--- config.mk ---
export PLATFORM = sky130hd
export DESIGN_NAME = sample_tracker
export DESIGN_NICKNAME = d
export VERILOG_FILES = /design/src/rtl/sample_tracker_pkg.sv /design/src/rtl/sample_tracker_chan.sv /design/src/rtl/sample_tracker.sv
export SDC_FILE = /design/constraint.sdc
export NUM_CORES = 1
export LEC_CHECK = 0
export ABC_AREA = 1
export CORE_MARGIN = 5
export CORE_UTILIZATION = 31
export CTS_CLUSTER_DIAMETER = 40
export DETAILED_ROUTE_END_ITERATION = 6
export GPL_TIMING_DRIVEN = 1
export PLACE_DENSITY = 0.65
export SLEW_MARGIN = 10
export SYNTH_ARGS = -nofsm -noshare
export SYNTH_HDL_FRONTEND = slang
export SYNTH_SLANG_ARGS = --single-unit
--- constraint.sdc ---
create_clock -name clk -period 10.95 [get_ports clk]
set_clock_uncertainty 0.1 [all_clocks]
set_input_delay 1.6425 -clock clk [delete_from_list [all_inputs] [get_ports clk]]
set_output_delay 1.6425 -clock clk [all_outputs]
set_load 0.05 [all_outputs]
--- src/rtl/sample_tracker_pkg.sv ---
// -----------------------------------------------------------------------------
// sample_tracker_pkg
// Shared definitions for the sample_tracker block:
//   - default values of the WIDTH, CHANNELS, CNT_W and TS_W parameters
//   - chan_state_t: the state one channel keeps, at the default widths
// No ports (package).
// -----------------------------------------------------------------------------
package sample_tracker_pkg;

  localparam int DEF_WIDTH    = 4;
  localparam int DEF_CHANNELS = 2;
  localparam int DEF_CNT_W    = 8;
  localparam int DEF_TS_W     = 32;

  // Per-channel state at the default configuration. Modules built with other
  // widths declare a local struct with the same field order.
  typedef struct packed {
    logic [DEF_WIDTH-1:0] q;
    logic [DEF_CNT_W-1:0] cnt;
    logic [DEF_TS_W-1:0]  ts;
    logic                 changed;
    logic                 sat;
  } chan_state_t;

endpackage : sample_tracker_pkg

--- src/rtl/sample_tracker_chan.sv ---
// -----------------------------------------------------------------------------
// sample_tracker_chan
// One channel of the sample tracker. It captures d when en is high, records
// the cycle-counter value of the capture and counts the captures. It also
// raises a one-cycle pulse when a capture alters the held value.
//
// Optional feature (macro SAMPLE_TRACKER_SAT_EN):
//   defined   -> cnt saturates at all-ones and sets the sticky sat flag
//   undefined -> cnt wraps to 0 and sat stays 0
//
// Ports:
//   clk      in   rising-edge clock
//   rst      in   asynchronous, active-high reset
//   clr      in   synchronous clear of all channel state (wins over en)
//   en       in   capture enable
//   d        in   [WIDTH-1:0] data to capture
//   cyc      in   [TS_W-1:0]  current cycle-counter value
//   q        out  [WIDTH-1:0] captured data
//   cnt      out  [CNT_W-1:0] capture count
//   ts       out  [TS_W-1:0]  cyc value at the last capture
//   changed  out  pulse: the last capture altered q
//   sat      out  sticky counter-saturated flag
// -----------------------------------------------------------------------------
module sample_tracker_chan
  import sample_tracker_pkg::*;
#(
  parameter int WIDTH = DEF_WIDTH,
  parameter int CNT_W = DEF_CNT_W,
  parameter int TS_W  = DEF_TS_W
) (
  input  logic             clk,
  input  logic             rst,
  input  logic             clr,
  input  logic             en,
  input  logic [WIDTH-1:0] d,
  input  logic [TS_W-1:0]  cyc,
  output logic [WIDTH-1:0] q,
  output logic [CNT_W-1:0] cnt,
  output logic [TS_W-1:0]  ts,
  output logic             changed,
  output logic             sat
);

  typedef struct packed {
    logic [WIDTH-1:0] q;
    logic [CNT_W-1:0] cnt;
    logic [TS_W-1:0]  ts;
    logic             changed;
    logic             sat;
  } state_t;

  state_t st;
  state_t st_nxt;

  always_comb begin
    // NOTE: every field gets a default first, so no path through this block
    // leaves a variable unassigned and no latch is inferred.
    st_nxt         = st;
    st_nxt.changed = 1'b0;
    if (clr) begin
      st_nxt = '0;
    end else if (en) begin
      st_nxt.q       = d;
      st_nxt.ts      = cyc;
      st_nxt.changed = (d != st.q);
`ifdef SAMPLE_TRACKER_SAT_EN
      // At all-ones the count holds and the attempt to go past it is flagged.
      if (&st.cnt) begin
        st_nxt.sat = 1'b1;
      end else begin
        st_nxt.cnt = st.cnt + CNT_W'(1);
      end
`else
      st_nxt.cnt = st.cnt + CNT_W'(1);
`endif
    end
  end

  always_ff @(posedge clk or posedge rst) begin
    // NOTE: state registers use non-blocking assignments so every flop
    // samples the values from before the edge.
    if (rst) begin
      st <= '0;
    end else begin
      st <= st_nxt;
    end
  end

  assign q       = st.q;
  assign cnt     = st.cnt;
  assign ts      = st.ts;
  assign changed = st.changed;
  assign sat     = st.sat;

endmodule : sample_tracker_chan

--- src/rtl/sample_tracker.sv ---
// -----------------------------------------------------------------------------
// sample_tracker
// Multi-channel sample tracker. A free-running cycle counter supplies the
// timestamps; each channel is an independent sample_tracker_chan, and their
// outputs are packed onto flat buses with channel k at slice k.
//
// Optional feature (macro SAMPLE_TRACKER_SAT_EN): saturating capture counters
// with a sticky sat flag; without it the counters wrap and sat is 0.
//
// Ports:
//   clk      in   rising-edge clock
//   rst      in   asynchronous, active-high reset
//   clr      in   synchronous clear of all channel state (cyc unaffected)
//   en       in   [CHANNELS-1:0]        per-channel capture enable
//   d        in   [CHANNELS*WIDTH-1:0]  channel k data at [k*WIDTH +: WIDTH]
//   q        out  [CHANNELS*WIDTH-1:0]  captured data, same packing
//   cnt      out  [CHANNELS*CNT_W-1:0]  per-channel capture count
//   ts       out  [CHANNELS*TS_W-1:0]   cyc value at last capture
//   changed  out  [CHANNELS-1:0]        pulse: last capture altered q
//   sat      out  [CHANNELS-1:0]        sticky counter-saturated flag
//   cyc      out  [TS_W-1:0]            free-running cycle counter
// -----------------------------------------------------------------------------
module sample_tracker
  import sample_tracker_pkg::*;
#(
  parameter int WIDTH    = DEF_WIDTH,
  parameter int CHANNELS = DEF_CHANNELS,
  parameter int CNT_W    = DEF_CNT_W,
  parameter int TS_W     = DEF_TS_W
) (
  input  logic                      clk,
  input  logic                      rst,
  input  logic                      clr,
  input  logic [CHANNELS-1:0]       en,
  input  logic [CHANNELS*WIDTH-1:0] d,
  output logic [CHANNELS*WIDTH-1:0] q,
  output logic [CHANNELS*CNT_W-1:0] cnt,
  output logic [CHANNELS*TS_W-1:0]  ts,
  output logic [CHANNELS-1:0]       changed,
  output logic [CHANNELS-1:0]       sat,
  output logic [TS_W-1:0]           cyc
);

  // Wraps naturally at 2^TS_W; clr deliberately does not touch it.
  always_ff @(posedge clk or posedge rst) begin
    if (rst) begin
      cyc <= '0;
    end else begin
      cyc <= cyc + TS_W'(1);
    end
  end

  for (genvar k = 0; k < CHANNELS; k++) begin : g_chan
    sample_tracker_chan #(
      .WIDTH (WIDTH),
      .CNT_W (CNT_W),
      .TS_W  (TS_W)
    ) u_chan (
      .clk     (clk),
      .rst     (rst),
      .clr     (clr),
      .en      (en[k]),
      .d       (d[k*WIDTH +: WIDTH]),
      .cyc     (cyc),
      .q       (q[k*WIDTH +: WIDTH]),
      .cnt     (cnt[k*CNT_W +: CNT_W]),
      .ts      (ts[k*TS_W +: TS_W]),
      .changed (changed[k]),
      .sat     (sat[k])
    );
  end

endmodule : sample_tracker

==> results.yml <==
status:
  status: "completed"
timing:
  setup_viol: 0
  timing.fmax_ghz: 0.286
  setup-tns-final_ns: 0
  hold_slack_ns: 0.381
  relSlewSlack: 0.279
  tightest_slew_ns: 1.08
  maxSlewViolCount: 0
  hold_viol: 0
  rsz0062_at_grt: "no"
  period_needed_ns: 3.50
  period_share: 0.320
final_layout:
  fin_area_um2: 7540
  final_layout_size_suffix_gt1_frac: 0.0646
  area_growth_pct: 40.9
  layout.nets: 777
  num_antenna_cells: 0
  n_fill_cell: 1678
global_route:
  gr-total-overflow: 0
  grt_pass1_wl_mm: 24.7
  grt_max_degree: 71
  grt_pass1_vias: 4592
  grt_use_total: 0.157
  antenna_found_initial: 0
drt:
  drt_iter0_drc: 268
  wl_mm: 15.2
  dr.pass1.iters: 4
  wl_per_cell_um: 15.2
  vias: 4441
  ant_nets: 0
  viasPerCell: 4.45
  drc: 0
clocking:
  post-cts-setup-buffer-count: 0
  ctsHoldBuffers: 0
  clock_latency_ns: 0.41
  cts_root_buf: "clkbuf_16"
  cts_resized: 0
  clockBufferDepth: 2
  cts.sinks: 122
  htree_levels: 4
  cts_buffers: 17
  tritoncts: "built"
  clk_pin_slew_worst_paths_ns: 0.06
synthesis:
  avgSynthCellArea_um2: 8.55
  ys_seq_area_frac: 0.570
  ys_ff_latch: 122
  syn_area_um2: 5350
  ys_warn_count: 0
  yosysUniqueCellTypes: 25
  syn_inst: 626
placement:
  place_hpwl_mm: 10.7
  place_congestion: 0.854
  place_area_um2: 6910
  io_buffers: 134
setup_path:
  worstPathArrival_ns: 1.76
  crit_required_ns: 9.21
  crit_cells: 1
  critical_path_buf_inv_count: 1
  start_kind: "register"
  worstPathCellList: "clkdlybuf4s50_1"
  rr_worst_depth: 8
  slowest_delay_ns: 0.86
  path_max_fanout: 6
  cpMaxStageDelayCell: "clkdlybuf4s50_1"
  crit_family: "buffers and inverters"
  worst_setup_path_end_kind: "primary output"
  crit_type: "reg -> out"
floorplanning:
  die_area_um2: 20000
  dieHeight_um: 141
  rows: 48
  num_io_pins: 137
  fp.dieW_um: 141
  start_util: 0.313
  coreArea_um2: 17100
flow_run:
  maxCapViolations: 0
power_and_ir_drop:
  power.total_mw: 1.14
  leakage_nw: 3.30
  p_per_area_nw_per_um2: 151
  vdd_drop_max_mv: 0.109
hold_path:
  min_path_type: "reg -> reg"
  holdPathStages: 2
## layer usage
metal,up-vias,wire length (um),track usage
met5,-,0,0
met4,0,121,0.0404
met3,13,1280,0.0573
met2,130,6750,0.241
met1,2068,7020,0.213
li1,2230,-,-
## synth_stat cells
cell type | instances | share of area
ha_1 | 3 | 0.0070
o21ai_0 | 67 | 0.063
xnor2_1 | 3 | 0.0049
o21ai_1 | 9 | 0.0084
nand2_2 | 4 | 0.0047
inv_1 | 62 | 0.043
nand3b_1 | 2 | 0.0028
nand3_1 | 23 | 0.022
xor2_1 | 16 | 0.026
buf_4 | 4 | 0.0056
inv_2 | 3 | 0.0021
nor2_8 | 2 | 0.0075
buf_2 | 9 | 0.0084
o22ai_1 | 4 | 0.0047
nand2_1 | 204 | 0.14
nor2_4 | 5 | 0.011
nand2_4 | 1 | 0.0021
dfrtp_1 | 122 | 0.57
conb_1 | 1 | 0.00070
nor3_1 | 2 | 0.0019
clkbuf_1 | 8 | 0.0056
a21oi_1 | 8 | 0.0075
nor2_1 | 56 | 0.039
nand4_1 | 4 | 0.0047
nor2_2 | 4 | 0.0047
## report_power, final
group | total (mW) | internal (mW) | switching, mW
Sequential | 0.461 | 0.457 | 0.00434
Combinational | 0.0674 | 0.0181 | 0.0492
Clock | 0.609 | 0.415 | 0.194
## placed cells by master, fill, tap and decap left out, drive strengths merged
cell           Yosys  routed
inv               65      65
clkdlybuf4s50      0     134
nor3               2       2
nand3             23      23
o21ai             76      76
dfrtp            122     122
nand4              4       4
ha                 3       3
nand3b             2       2
xor2              16      16
bufinv             0       5
xnor2              3       3
a21oi              8       8
clkbuf             8      24
buf               13       2
clkinv             0       3
o22ai              4       4
nand2            209     209
nor2              67      67
conb               1       2
## cell type report
cell class / instances / area, um2 / area share
Clock buffer: 24 / 472 / 0.0625
Clock inverter: 8 / 165 / 0.0219
Inverter: 65 / 246 / 0.0327
Multi-Input combinational cell: 419 / 1970 / 0.261
Sequential cell: 122 / 3050 / 0.405
Tap cell: 225 / 282 / 0.0373
Timing Repair Buffer: 136 / 1360 / 0.180
## worst register-to-register path: cells and delay by family, from the launching register on
family,cells,cell delay (ns)
simple gates,6,0.63
flops,1,0.41
fa+ha+maj,1,0.24
buf+inv,1,0.10
## path summary, 6_finish.rpt
| path | start | to | slack (ns) |
|---|---|---|---|
| max in group asynchronous | rst | g_chan[0].u_chan.ts[29] | 7.76 |
| setup reg to reg | cyc[1] | cyc[30] | 9.35 |
| min in group asynchronous | rst | g_chan[1].u_chan.q[3] | 1.62 |
| hold / removal | g_chan[1].u_chan.ts[3] | g_chan[1].u_chan.ts[3] | 0.38 |
| setup / recovery | cyc[28] | cyc[28] | 7.45 |
| hold reg to reg | g_chan[1].u_chan.ts[3] | g_chan[1].u_chan.ts[3] | 0.38 |
## kinds of logic after synthesis
family	after synthesis	share of synthesized area
compound gates	88	0.0832
xor+xnor	19	0.0311
fa+ha+maj	3	0.00701
buf+inv	86	0.0652
flops	122	0.570
other cells	1	0.000700
simple gates	307	0.243
## sequential cells by signal, summed over array words and instances (netlist names)
name,count
g_chan.u_chan.changed,2
g_chan.u_chan.ts,64
cyc,32
g_chan.u_chan.q,8
g_chan.u_chan.cnt,16
## through the flow
step	util	setup WS, ns	cells
after floorplan	-	5.96	627
after global placement	0.403	7.11	967
after detailed placement	0.403	7.00	967
after CTS	0.441	7.41	999
after global routing	0.441	7.23	999
final	0.441	7.45	999
Power figures use the tool's default switching activity.
